==> config.mk <==
export PLATFORM = sky130hd
export DESIGN_NAME = controlador_barrido_bcd
export DESIGN_NICKNAME = d
export VERILOG_FILES = /design/src/rtl/controlador_barrido_bcd_pkg.sv /design/src/rtl/controlador_barrido_bcd_conversor.sv /design/src/rtl/controlador_barrido_bcd.sv
export SDC_FILE = /design/constraint.sdc
export NUM_CORES = 1
export LEC_CHECK = 0
export ABC_AREA = 1
export CAP_MARGIN = 20
export CORE_AREA = 3 3 101 79
export CTS_CLUSTER_DIAMETER = 80
export DETAILED_ROUTE_END_ITERATION = 10
export DIE_AREA = 0 0 104 82
export PLACE_DENSITY = 0.73
export REMOVE_ABC_BUFFERS = 1
export SLEW_MARGIN = 0
export SYNTH_ARGS = -nofsm -noshare
export SYNTH_HDL_FRONTEND = slang
export SYNTH_SLANG_ARGS = --single-unit
==> constraint.sdc <==
create_clock -name clk -period 2.6 [get_ports clk]
set_input_delay 0.39 -clock clk [delete_from_list [all_inputs] [get_ports clk]]
set_output_delay 0.39 -clock clk [all_outputs]
set_load 0.1 [all_outputs]
==> src/rtl/controlador_barrido_bcd_pkg.sv <==
// controlador_barrido_bcd_pkg: shared FSM states, display constants and anode patterns
// Contents: estado_t (REPOSO/CONVERTIR/ACTUALIZAR), DIGITO_BLANCO, MAX_BCD, ANODO_0..3, anodo_de()
package controlador_barrido_bcd_pkg;
    typedef enum logic [1:0] {REPOSO, CONVERTIR, ACTUALIZAR} estado_t;
    localparam logic [3:0] DIGITO_BLANCO = 4'hF;
    localparam int MAX_BCD = 9999;
    localparam logic [3:0] ANODO_0 = 4'b1110;
    localparam logic [3:0] ANODO_1 = 4'b1101;
    localparam logic [3:0] ANODO_2 = 4'b1011;
    localparam logic [3:0] ANODO_3 = 4'b0111;
    function automatic logic [3:0] anodo_de(input logic [1:0] s);
        return s == 2'd0 ? ANODO_0 : s == 2'd1 ? ANODO_1 : s == 2'd2 ? ANODO_2 : ANODO_3;
    endfunction
endpackage

==> src/rtl/controlador_barrido_bcd_conversor.sv <==
// conversor_binario_bcd: sequential double-dabble binary to 4-digit BCD converter
// Ports: clk, reset (async, active-high), inicio (start, honoured only when idle), dato (binary in),
//        ocupado (registered busy), actualizar (high during the result cycle), bcd (16-bit result)
module conversor_binario_bcd
    import controlador_barrido_bcd_pkg::*;
#(
    parameter int ANCHO_BIN = 14
) (
    input  logic                 clk,
    input  logic                 reset,
    input  logic                 inicio,
    input  logic [ANCHO_BIN-1:0] dato,
    output logic                 ocupado,
    output logic                 actualizar,
    output logic [15:0]          bcd
);
    estado_t               estado;
    logic [ANCHO_BIN-1:0]  bin;
    logic [3:0]            iter;
    logic [15:0]           bcd_aj;
    for (genvar i = 0; i < 4; i++) begin : g_aj
        assign bcd_aj[4*i +: 4] = bcd[4*i +: 4] >= 4'd5 ? bcd[4*i +: 4] + 4'd3 : bcd[4*i +: 4];
    end
    assign actualizar = estado == ACTUALIZAR;
    always_ff @(posedge clk or posedge reset) begin
        if (reset) begin
            estado  <= REPOSO;
            bin     <= '0;
            bcd     <= '0;
            iter    <= '0;
            ocupado <= 1'b0;
        end else begin
            case (estado)
                REPOSO: if (inicio) begin
                    bin     <= dato;
                    bcd     <= '0;
                    iter    <= '0;
                    ocupado <= 1'b1;
                    estado  <= CONVERTIR;
                end
                CONVERTIR: begin
                    // Digits beyond 9999 fall off the top; the top level blanks them via overflow
                    {bcd, bin} <= {bcd_aj[14:0], bin, 1'b0};
                    iter       <= iter + 4'd1;
                    if (iter == 4'(ANCHO_BIN - 1)) estado <= ACTUALIZAR;
                end
                ACTUALIZAR: begin
                    ocupado <= 1'b0;
                    estado  <= REPOSO;
                end
                default: estado <= REPOSO;
            endcase
        end
    end
endmodule

==> src/rtl/controlador_barrido_bcd.sv <==
// controlador_barrido_bcd: binary to BCD conversion with blanking and 4-digit multiplexed display scan
// Ports: clk, reset (async, active-high), dato_bin, cargar -> ocupado, listo, desbordado,
//        unidades/decenas/centenas/millares (BCD, 4'hF = blank), seleccion, anodos (active-low)
module controlador_barrido_bcd
    import controlador_barrido_bcd_pkg::*;
#(
    parameter int ANCHO_BIN    = 14,
    parameter int DIV_REFRESCO = 50000,
    parameter int BLANK_CEROS  = 1
) (
    input  logic                 clk,
    input  logic                 reset,
    input  logic [ANCHO_BIN-1:0] dato_bin,
    input  logic                 cargar,
    output logic                 ocupado,
    output logic                 listo,
    output logic                 desbordado,
    output logic [3:0]           unidades,
    output logic [3:0]           decenas,
    output logic [3:0]           centenas,
    output logic [3:0]           millares,
    output logic [1:0]           seleccion,
    output logic [3:0]           anodos
);
    localparam int ANCHO_REF = DIV_REFRESCO > 2 ? $clog2(DIV_REFRESCO) : 1;
    localparam logic [3:0] DIGITO_INI = BLANK_CEROS != 0 ? DIGITO_BLANCO : 4'h0;
    logic                 actualizar, ovf, b_m, b_c, b_d;
    logic [15:0]          bcd;
    logic [ANCHO_REF-1:0] cnt_ref;
    conversor_binario_bcd #(.ANCHO_BIN(ANCHO_BIN)) u_conv (
        .clk        (clk),
        .reset      (reset),
        .inicio     (cargar),
        .dato       (dato_bin),
        .ocupado    (ocupado),
        .actualizar (actualizar),
        .bcd        (bcd)
    );
    // Leading-zero blanking cascades from millares down; unidades always shows
    assign b_m = BLANK_CEROS != 0 && bcd[15:12] == 4'd0;
    assign b_c = b_m && bcd[11:8] == 4'd0;
    assign b_d = b_c && bcd[7:4] == 4'd0;
    always_ff @(posedge clk or posedge reset) begin
        if (reset) begin
            ovf        <= 1'b0;
            listo      <= 1'b0;
            desbordado <= 1'b0;
            unidades   <= 4'h0;
            decenas    <= DIGITO_INI;
            centenas   <= DIGITO_INI;
            millares   <= DIGITO_INI;
        end else begin
            listo <= actualizar;
            if (cargar && !ocupado) ovf <= 32'(dato_bin) > MAX_BCD;
            if (actualizar) begin
                desbordado <= ovf;
                millares   <= ovf || b_m ? DIGITO_BLANCO : bcd[15:12];
                centenas   <= ovf || b_c ? DIGITO_BLANCO : bcd[11:8];
                decenas    <= ovf || b_d ? DIGITO_BLANCO : bcd[7:4];
                unidades   <= ovf ? DIGITO_BLANCO : bcd[3:0];
            end
        end
    end
    always_ff @(posedge clk or posedge reset) begin
        if (reset) begin
            cnt_ref   <= '0;
            seleccion <= 2'd0;
            anodos    <= ANODO_0;
        end else if (cnt_ref == ANCHO_REF'(DIV_REFRESCO - 1)) begin
            cnt_ref   <= '0;
            seleccion <= seleccion + 2'd1;
            anodos    <= anodo_de(seleccion + 2'd1);
        end else begin
            cnt_ref <= cnt_ref + 1'b1;
        end
    end
endmodule

---- After elaboration in Yosys (flattened, before gate mapping) ----
Cells that the tools add are included.
cells by class
  add/subtract/negate cells ............... 7
  eq/ne operators ......................... 8
  reduce and logical (&&, ||, !) cells .... 17
  order comparisons ....................... 5
  muxes and demuxes ....................... 23
operator list
  cell                                                               count
  two-way mux 4 bit                                                  11
  two-way mux 16 bit                                                 2
  one-hot mux 16 bit (2 select lines)                                1
  one-hot mux 14 bit (2 select lines)                                1
  adder 16 x 1 -> 16 bit, second input constant                      1
  equality test 16 bit, second input constant                        1
  greater-or-equal comparator 4 x 3 -> 1 bit, second input constant  4
  greater-than comparator 14 bit, second input constant              1
  two-way mux 14 bit                                                 1
  adder 4 x 2 -> 4 bit, second input constant                        3
  logical NOT 4 bit                                                  3
  one-hot mux 4 bit (2 select lines)                                 1
  AND reduction 2 bit                                                3
  adder 4 x 1 -> 4 bit, second input constant                        1
  equality test 2 x 1 -> 1 bit, second input constant                2
  equality test 2 bit, second input constant                         2
  equality test 4 bit, second input constant                         1
  logical NOT 2 bit                                                  2
  two-way mux 2 bit                                                  2
  one-hot mux 2 bit (2 select lines)                                 1
  nonzero test 2 bit                                                 2
  adder 3 x 2 -> 3 bit, second input constant                        1
  logical AND 1 bit                                                  3
  logical OR 1 bit                                                   3
  7 further kinds                                                    7
storage, ports and cells
  register bits after elaboration ......... 78
  output and inout port bits .............. 25
  input bits .............................. 17
  logic and storage cells ................. 75

---- Depth between registers and ports, before layout ----
Gate-level depths: netlist of the first run.
  depth in word-level cells ............... 5
  depth in mapped cells ................... 10
  mapped depth without buffers ............ 10

---- Cells and area by module ----
A second synthesis of the first run with hierarchy kept.
unflattened totals
  cell total of the unflattened synthesis .. 505
  area total of the unflattened synthesis .. 4048.9 um^2
modules (own cells, without submodules)
  module                   instances  cells each  area each (um^2)
  controlador_barrido_bcd  1          246         2031.9
  conversor_binario_bcd    1          259         2016.9

---- Worst setup path after synthesis of the first run ----
Ideal clock, no wire load.
  kind .................................... flip-flop to flip-flop
  from .................................... reg seleccion[0]
  to ...................................... reg seleccion[1]
  buffers on the path ..................... 0
  period minus slack after synthesis ...... 1719 ps
  arrival time ............................ 1589 ps
  setup slack ............................. 881 ps
  cell stages (with the launch flop) ...... 5
  cells stage by stage .................... dfrtp_1 inv_1 ha_1 nand3_1 o21ai_0
between the ends
  longest elaborated chain between the ends .. 1
RTL lines
  item                    RTL line                       text
  start, declared         controlador_barrido_bcd.sv:22  output logic [1:0] seleccion,
  start signal, assigned  controlador_barrido_bcd.sv:71  seleccion <= seleccion + 2'd1;
  adder 2 x 1 -> 2 bit    controlador_barrido_bcd.sv:71
No other way between the ends.
A chain may end at the register's enable or synchronous reset.

---- Final worst setup path of the first run ----
  from .................................... reg anodos[1]
  to ...................................... out anodos[1]
RTL lines
  item                    RTL line                       text
  start, declared         controlador_barrido_bcd.sv:23  output logic [3:0] anodos
  start signal, assigned  controlador_barrido_bcd.sv:72  anodos <= anodo_de(seleccion + 2'd1);
No word-level cell between the ends.

==> flow_metrics.py, run 1 <==
metrics = {
    "placement": {
        "dp_hpwl_um": 5440,
        "place_congestion": 0.916,
        "dpl.cell_count": 594,
        "post-place-ws_ps": 957,
        "portBuffers": 41,
    },
    "sta": {
        "fin_crit_sh": 0.601,
        "period_needed_ps": 1560,
        "final_hold_viol_count": 0,
        "rsz0062_at_grt": "no",
        "setup_viol": 0,
        "layout_setup_ws_ps": 1040,
        "setup_tns_ps": 0,
        "skew_ps": 5.37,
        "tightest_slew_ps": 453,
        "slew_headroom": 0.697,
        "maxSlewViolCount": 0,
        "max_freq_mhz": 640,
    },
    "synth": {
        "synth_xor_area_frac": 0.0205,
        "synthFlopType": "dfrtp_1",
        "netlist_top_cells_count": "nand2_1, nor2_1, dfrtp_1, inv_1, a21oi_1",
        "syn_avg_cell_area_sq_um": 8.41,
        "synth_top_area_share": 0.409,
        "netlist_instances": 458,
        "async_reset_ff_frac": 1.00,
        "synth_top_family_by_area": "simple AND/OR/NAND/NOR gates",
        "netlist_area_sq_mm": 0.00385,
        "yosysSeqAreaShare": 0.511,
        "ys_top_cells_by_area": "dfrtp_1, dfstp_2, nand2_1, nor2_1, inv_1",
        "yosys.area_share.simple": 0.215,
        "synth_seq_cells": 78,
        "synthAdderAreaFrac": 0.0552,
        "synth_edf_count": 0,
        "synth_largest_area_cell": "dfrtp_1",
        "yosys_warnings": 0,
        "synth-compound-area-share": 0.123,
        "synth_mux_area_frac": 0,
        "yosysMostFrequentCell": "nand2_1",
        "synth_cell_types": 25,
    },
    "detailed_routing": {
        "dr_wl_met3_um": 320,
        "wl_per_cell_um": 13.0,
        "route.detailed.drc": 0,
        "viasPerCell": 5.08,
        "dr_wl_met2_um": 3700,
        "topRoutingLayerUsed": "met4",
        "num_vias": 3100,
        "drtIter0Drc": 185,
        "wirelength_um": 7900,
        "drt_pass1_iterations": 4,
        "wl_met1_um": 3830,
        "ant_nets": 0,
    },
    "setup_path": {
        "reg2reg_from": "cnt_ref[0]",
        "endpoint_kind": "primary output",
        "crit_type": "register to primary output",
        "cpMaxStageDelayCell": "dfstp_2",
        "crit_chain": "buf_4",
        "cp_num_buf_inv": 1,
        "cp_slowest_stage_delay_ps": 540,
        "arrival_ps": 1170,
        "cp.required_ps": 2210,
        "crit_family": "flip-flops",
        "path_max_fanout": 2,
        "startpoint": "anodos[1]",
        "cp-start-kind": "register",
    },
    "floorplanning": {
        "die_h_um": 82,
        "start_util": 0.538,
        "die_area_sq_mm": 0.00853,
        "dieWidth_um": 104,
        "rows": 27,
        "core_area_sq_mm": 0.00716,
        "ios": 42,
    },
    "clock_tree": {
        "insertion_delay_ps": 340,
        "htreeDepth": 3,
        "cts_tree": "yes",
        "cts_resized": 0,
        "clkSinkCount": 78,
        "cts_buffers": 9,
        "cts_root_buffer": "clkbuf_8",
        "postCtsSetupBuffers": 0,
        "ctsHoldBuffers": 0,
        "cts_buffer_depth": 2,
        "clk_pin_slew_ps": 80,
    },
    "power_and_ir_drop": {
        "power.share.clock": 0.207,
        "p_sw_mw": 2.17,
        "power.leakage_nw": 2.19,
        "pwr-share-comb": 0.427,
        "irDropWorstVdd_mv": 0.435,
        "power.internal_mw": 2.86,
        "swShare": 0.431,
        "power.density_mw_per_mm2": 1110,
        "seq_power_share": 0.365,
    },
    "final_layout": {
        "antenna_cells": 0,
        "fin_cells": 610,
        "utilization": 0.635,
        "drive_gt1_frac": 0.153,
        "fin_nets": 538,
        "area_growth_pct": 18.0,
    },
    "global_routing": {
        "grt_pass1_wl_um": 13400,
        "overflow": 0,
        "track_usage": 0.196,
        "grt_pass1_vias": 2911,
        "grt_max_degree": 79,
        "grt_antenna_before_repair": 0,
    },
    "run_status": {
        "outcome": "finished clean",
    },
    "min_path": {
        "hp-class": "input pin to async pin",
    },
    "job": {
        "cap_violations": 0,
    },
}
-- power by group through the flow --
stage | sequential [mW] | clock (mW) | combinational, mW
floorplan | 2.37 | 0 | 1.14
global placement | 1.85 | 0 | 2.07
detailed placement | 1.86 | 0 | 2.14
CTS | 1.84 | 1.06 | 2.15
global route | 1.89 | 1.12 | 2.40
finish | 1.84 | 1.04 | 2.15
-- worst min-delay path, cell delays in order --
cell and delay (ps):
clkdlybuf4s50_1 410, inv_2 70, buf_12 330
-- through the flow --
| step | area (sq um) | hold WS, ps | power [mW] |
|---|---|---|---|
| 3_5_place_dp | 4310 | 468 | 3.99 |
| 5_1_grt | 4550 | 491 | 5.41 |
| 3_3_place_gp | 4310 | 462 | 3.92 |
| 2_1_floorplan | 3800 | 449 | 3.51 |
| 4_1_cts | 4550 | 472 | 5.05 |
| 6_report | 4550 | 445 | 5.03 |
-- sequential cells by signal (all words and copies together) (netlist names) --
register	count
listo	1
desbordado	1
ovf	1
cnt_ref	16
u_conv.ocupado	1
unidades	4
anodos	4
centenas	4
seleccion	2
u_conv.estado	2
u_conv.iter	4
u_conv.bin	14
decenas	4
millares	4
u_conv.bcd	16
-- layout make-up --
type                    count  area, sq um
inverters                  64          240
multi-input cells         307         1590
fillers                   613         2610
clock inverters             3         65.1
well taps                 101          126
flip-flops and latches     78         1970
repair buffers             44          383
clock buffers              13          169
-- kinds of logic after synthesis --
kind of cell | count (synthesis)
XOR/XNOR | 9
flip-flops | 78
adder cells (fa/ha/maj) | 17
buffers and inverters | 73
AND/OR/NAND/NOR | 194
AO/OA/AOI/OAI | 87
-- path summary, 6_finish.rpt --
check / end / slack, ps / cells past startpoint
worst max-delay path: anodos[1] / 1040 / 1
worst min-delay path: anodos[0] / 450 / 3
worst max register to register: seleccion[1] / 1040 / 6
worst min register to register: anodos[2] / 470 / 2
max in group asynchronous: centenas[2] / 1810 / 3
min in group clk: anodos[2] / 470 / 2
-- metal layers --
metal	GRT usage	up-vias
li1	-	1568
met1	0.256	1470
met2	0.328	55
met3	0.0487	7
met4	0.0611	0
met5	0	-
-- cells in the final DEF (no fill, tap or decap) --
cell / instances
a21oi_1: 35
a31oi_1: 1
buf_12: 1
buf_4: 27
bufinv_16: 2
clkbuf_1: 1
clkbuf_8: 12
clkdlybuf4s50_1: 16
clkinv_2: 1
dfrtp_1: 63
dfstp_2: 15
ha_1: 17
inv_1: 59
inv_2: 5
nand2_1: 84
nand2_2: 5
nand3_1: 27
nand3_2: 1
nand3b_1: 1
nand4_1: 4
nor2_1: 65
nor2_4: 4
nor3_1: 2
o21ai_0: 27
o21ai_1: 3
o21ai_2: 4
o22ai_1: 17
or2_2: 1
xor2_1: 9
(Power assumes the default switching activity.)
==> inputs of run 2 (changes only) <==
--- a/config.mk
+++ b/config.mk
@@ -7,11 +7,11 @@
 export LEC_CHECK = 0
 export ABC_AREA = 1
 export CAP_MARGIN = 20
-export CORE_AREA = 3 3 101 79
+export CORE_AREA = 3 3 105 82
 export CTS_CLUSTER_DIAMETER = 80
 export DETAILED_ROUTE_END_ITERATION = 10
-export DIE_AREA = 0 0 104 82
-export PLACE_DENSITY = 0.73
+export DIE_AREA = 0 0 108 85
+export PLACE_DENSITY = 0.7
 export REMOVE_ABC_BUFFERS = 1
 export SLEW_MARGIN = 0
 export SYNTH_ARGS = -nofsm -noshare
==> constraint.sdc (replaced) <==
create_clock -name clk -period 1.3 [get_ports clk]
set_input_delay 0.195 -clock clk [delete_from_list [all_inputs] [get_ports clk]]
set_output_delay 0.195 -clock clk [all_outputs]
set_load 0.1 [all_outputs]
==> flow_metrics.py, run 2 (synthesis results as in run 1) <==
metrics = {
    "detailed_routing": {
        "dr_wl_met2_um": 4750,
        "dr_wl_met3_um": 379,
        "wirelength_um": 9340,
        "ant_nets": 0,
        "drtIter0Drc": 141,
        "route.detailed.drc": 0,
        "drt_pass1_iterations": 7,
        "viasPerCell": 5.06,
        "num_vias": 3382,
        "topRoutingLayerUsed": "met4",
        "wl_per_cell_um": 14.0,
        "wl_met1_um": 4070,
    },
    "clock_tree": {
        "cts_buffers": 9,
        "clk_pin_slew_ps": 80,
        "insertion_delay_ps": 340,
        "cts_tree": "yes",
        "htreeDepth": 3,
        "ctsHoldBuffers": 0,
        "cts_root_buffer": "clkbuf_8",
        "clkSinkCount": 78,
        "cts_buffer_depth": 2,
    },
    "power_and_ir_drop": {
        "power.share.clock": 0.147,
        "p_sw_mw": 5.29,
        "power.density_mw_per_mm2": 2170,
        "pwr-share-comb": 0.540,
        "power.leakage_nw": 2.62,
        "power.internal_mw": 6.88,
        "seq_power_share": 0.313,
        "power_mw": 12.2,
        "irDropWorstVdd_mv": 1.07,
        "swShare": 0.435,
    },
    "final_layout": {
        "fin_nets": 593,
        "antenna_cells": 0,
        "fin_cells": 669,
        "area_growth_pct": 45.6,
        "biggestRegsByFlops": "cnt_ref x16, u_conv.bcd x16, u_conv.bin x14",
        "final_common_cell": "nand2_1",
        "drive_gt1_frac": 0.365,
        "final_cell_mix": "nand2_1, dfrtp_1, nor2_1, buf_4, inv_1",
        "utilization": 0.725,
    },
    "floorplanning": {
        "die_area_sq_mm": 0.00918,
        "dieWidth_um": 108,
        "die_h_um": 85,
        "core_area_sq_mm": 0.00774,
        "ios": 42,
        "start_util": 0.498,
        "rows": 28,
    },
    "sta": {
        "fin_crit_sh": 1.09,
        "tightest_slew_ps": 420,
        "setup_viol": 16,
        "maxSlewViolCount": 0,
        "slew_headroom": 0.720,
        "final_hold_viol_count": 0,
        "period_needed_ps": 1420,
        "rsz0062_at_grt": "yes",
        "skew_ps": 11.6,
        "max_freq_mhz": 707,
        "layout_setup_ws_ps": -115,
    },
    "setup_path": {
        "crit_chain": "ha_2 > nand2_2 > nor2_4 > inv_2 > nor2_4 > buf_12 > nand2_4 > o21ai_2",
        "crit_family": "simple AND/OR/NAND/NOR gates",
        "cp.required_ps": 1580,
        "cp_slowest_stage_delay_ps": 360,
        "path_max_fanout": 5,
        "cp-start-kind": "register",
        "endpoint_kind": "register",
        "critPathMostFrequentCell": "nor2_4",
        "crit_type": "register to register",
        "cpMaxStageDelayCell": "dfrtp_1",
        "cp_num_buf_inv": 2,
        "arrival_ps": 1690,
        "regToRegSetupSlack_ps": -120,
    },
    "global_routing": {
        "grt_antenna_before_repair": 0,
        "grt_pass1_vias": 3262,
        "grt_pass1_wl_um": 14300,
        "grt_max_degree": 42,
        "overflow": 0,
        "track_usage": 0.195,
    },
    "placement": {
        "dp_hpwl_um": 5850,
        "place_congestion": 0.892,
        "dpl.cell_count": 629,
        "post-place-ws_ps": -172,
        "portBuffers": 41,
    },
    "min_path": {
        "hp-class": "input pin to async pin",
    },
    "run_status": {
        "outcome": "finished with violations",
        "violations": "negative setup slack",
    },
    "job": {
        "cap_violations": 0,
    },
}
run 2: cell types whose count changed in the layout (fill, tap and decap cells not counted), moves of 14 or more:
cell     delta
buf_4      +20
nand2_1    -17
nand2_2    +15
inv_1      -14
buf_12     +28
run 2: worst reg2reg max path: stages, from the launching register on:
cell and delay [ps]:
dfrtp_1 360, ha_2 190, nand2_2 80, nor2_4 130, inv_2 70, nor2_4 180
buf_12 130, nand2_4 70, o21ai_2 130
run 2: stage by stage:
stage / hold slack, ps / TNS, ps / area (sq um)
after floorplan: 340 / -75990 / 3800
after global placement: 408 / -2130 / 4890
after detailed placement: 400 / -3990 / 4890
after CTS: 32.3 / -994 / 5190
after global routing: 53.4 / -3650 / 5610
final: 47.1 / -1340 / 5610
run 2: per-layer routing:
| layer | vias to the layer above | global-route usage |
|---|---|---|
| met3 | 10 | 0.0395 |
| li1 | 1677 | - |
| met5 | - | 0 |
| met1 | 1613 | 0.253 |
| met2 | 82 | 0.332 |
| met4 | 0 | 0.0550 |
run 2: worst paths after layout:
check	to	cells after the start	startpoint
worst max register to register	anodos[2]	8	cnt_ref[0]
worst min-delay path	listo	2	reset
max in group asynchronous	centenas[0]	3	reset
worst min register to register	anodos[1]	2	anodos[1]
min in group clk	u_conv.bin[0]	3	dato_bin[0]
worst max-delay path	anodos[2]	8	cnt_ref[0]
run 2: repair_timing:
| item | in CTS | in global routing |
|---|---|---|
| pin swaps | 7 | 25 |
| gates resized for setup | 29 | 82 |
| setup buffers | 5 | 16 |
| cloned | 1 | 2 |
| endpoints found under the setup margin | 34 | 53 |
run 2: final cells by class:
type                    count  area [sq um]
inverters                  64           245
clock buffers              12           145
multi-input cells         309          1930
clock inverters             4          47.5
well taps                 105           131
repair buffers             97          1140
fillers                   547          2130
flip-flops and latches     78          1970
run 2: power groups by stage:
| stage | Sequential (mW) | Clock (mW) | Combinational (mW) |
|---|---|---|---|
| floorplan | 4.74 | 0 | 2.27 |
| global placement | 3.76 | 0 | 5.03 |
| detailed placement | 3.78 | 0 | 5.21 |
| CTS | 3.76 | 1.81 | 5.47 |
| global route | 3.89 | 1.93 | 7.12 |
| finish | 3.81 | 1.79 | 6.57 |
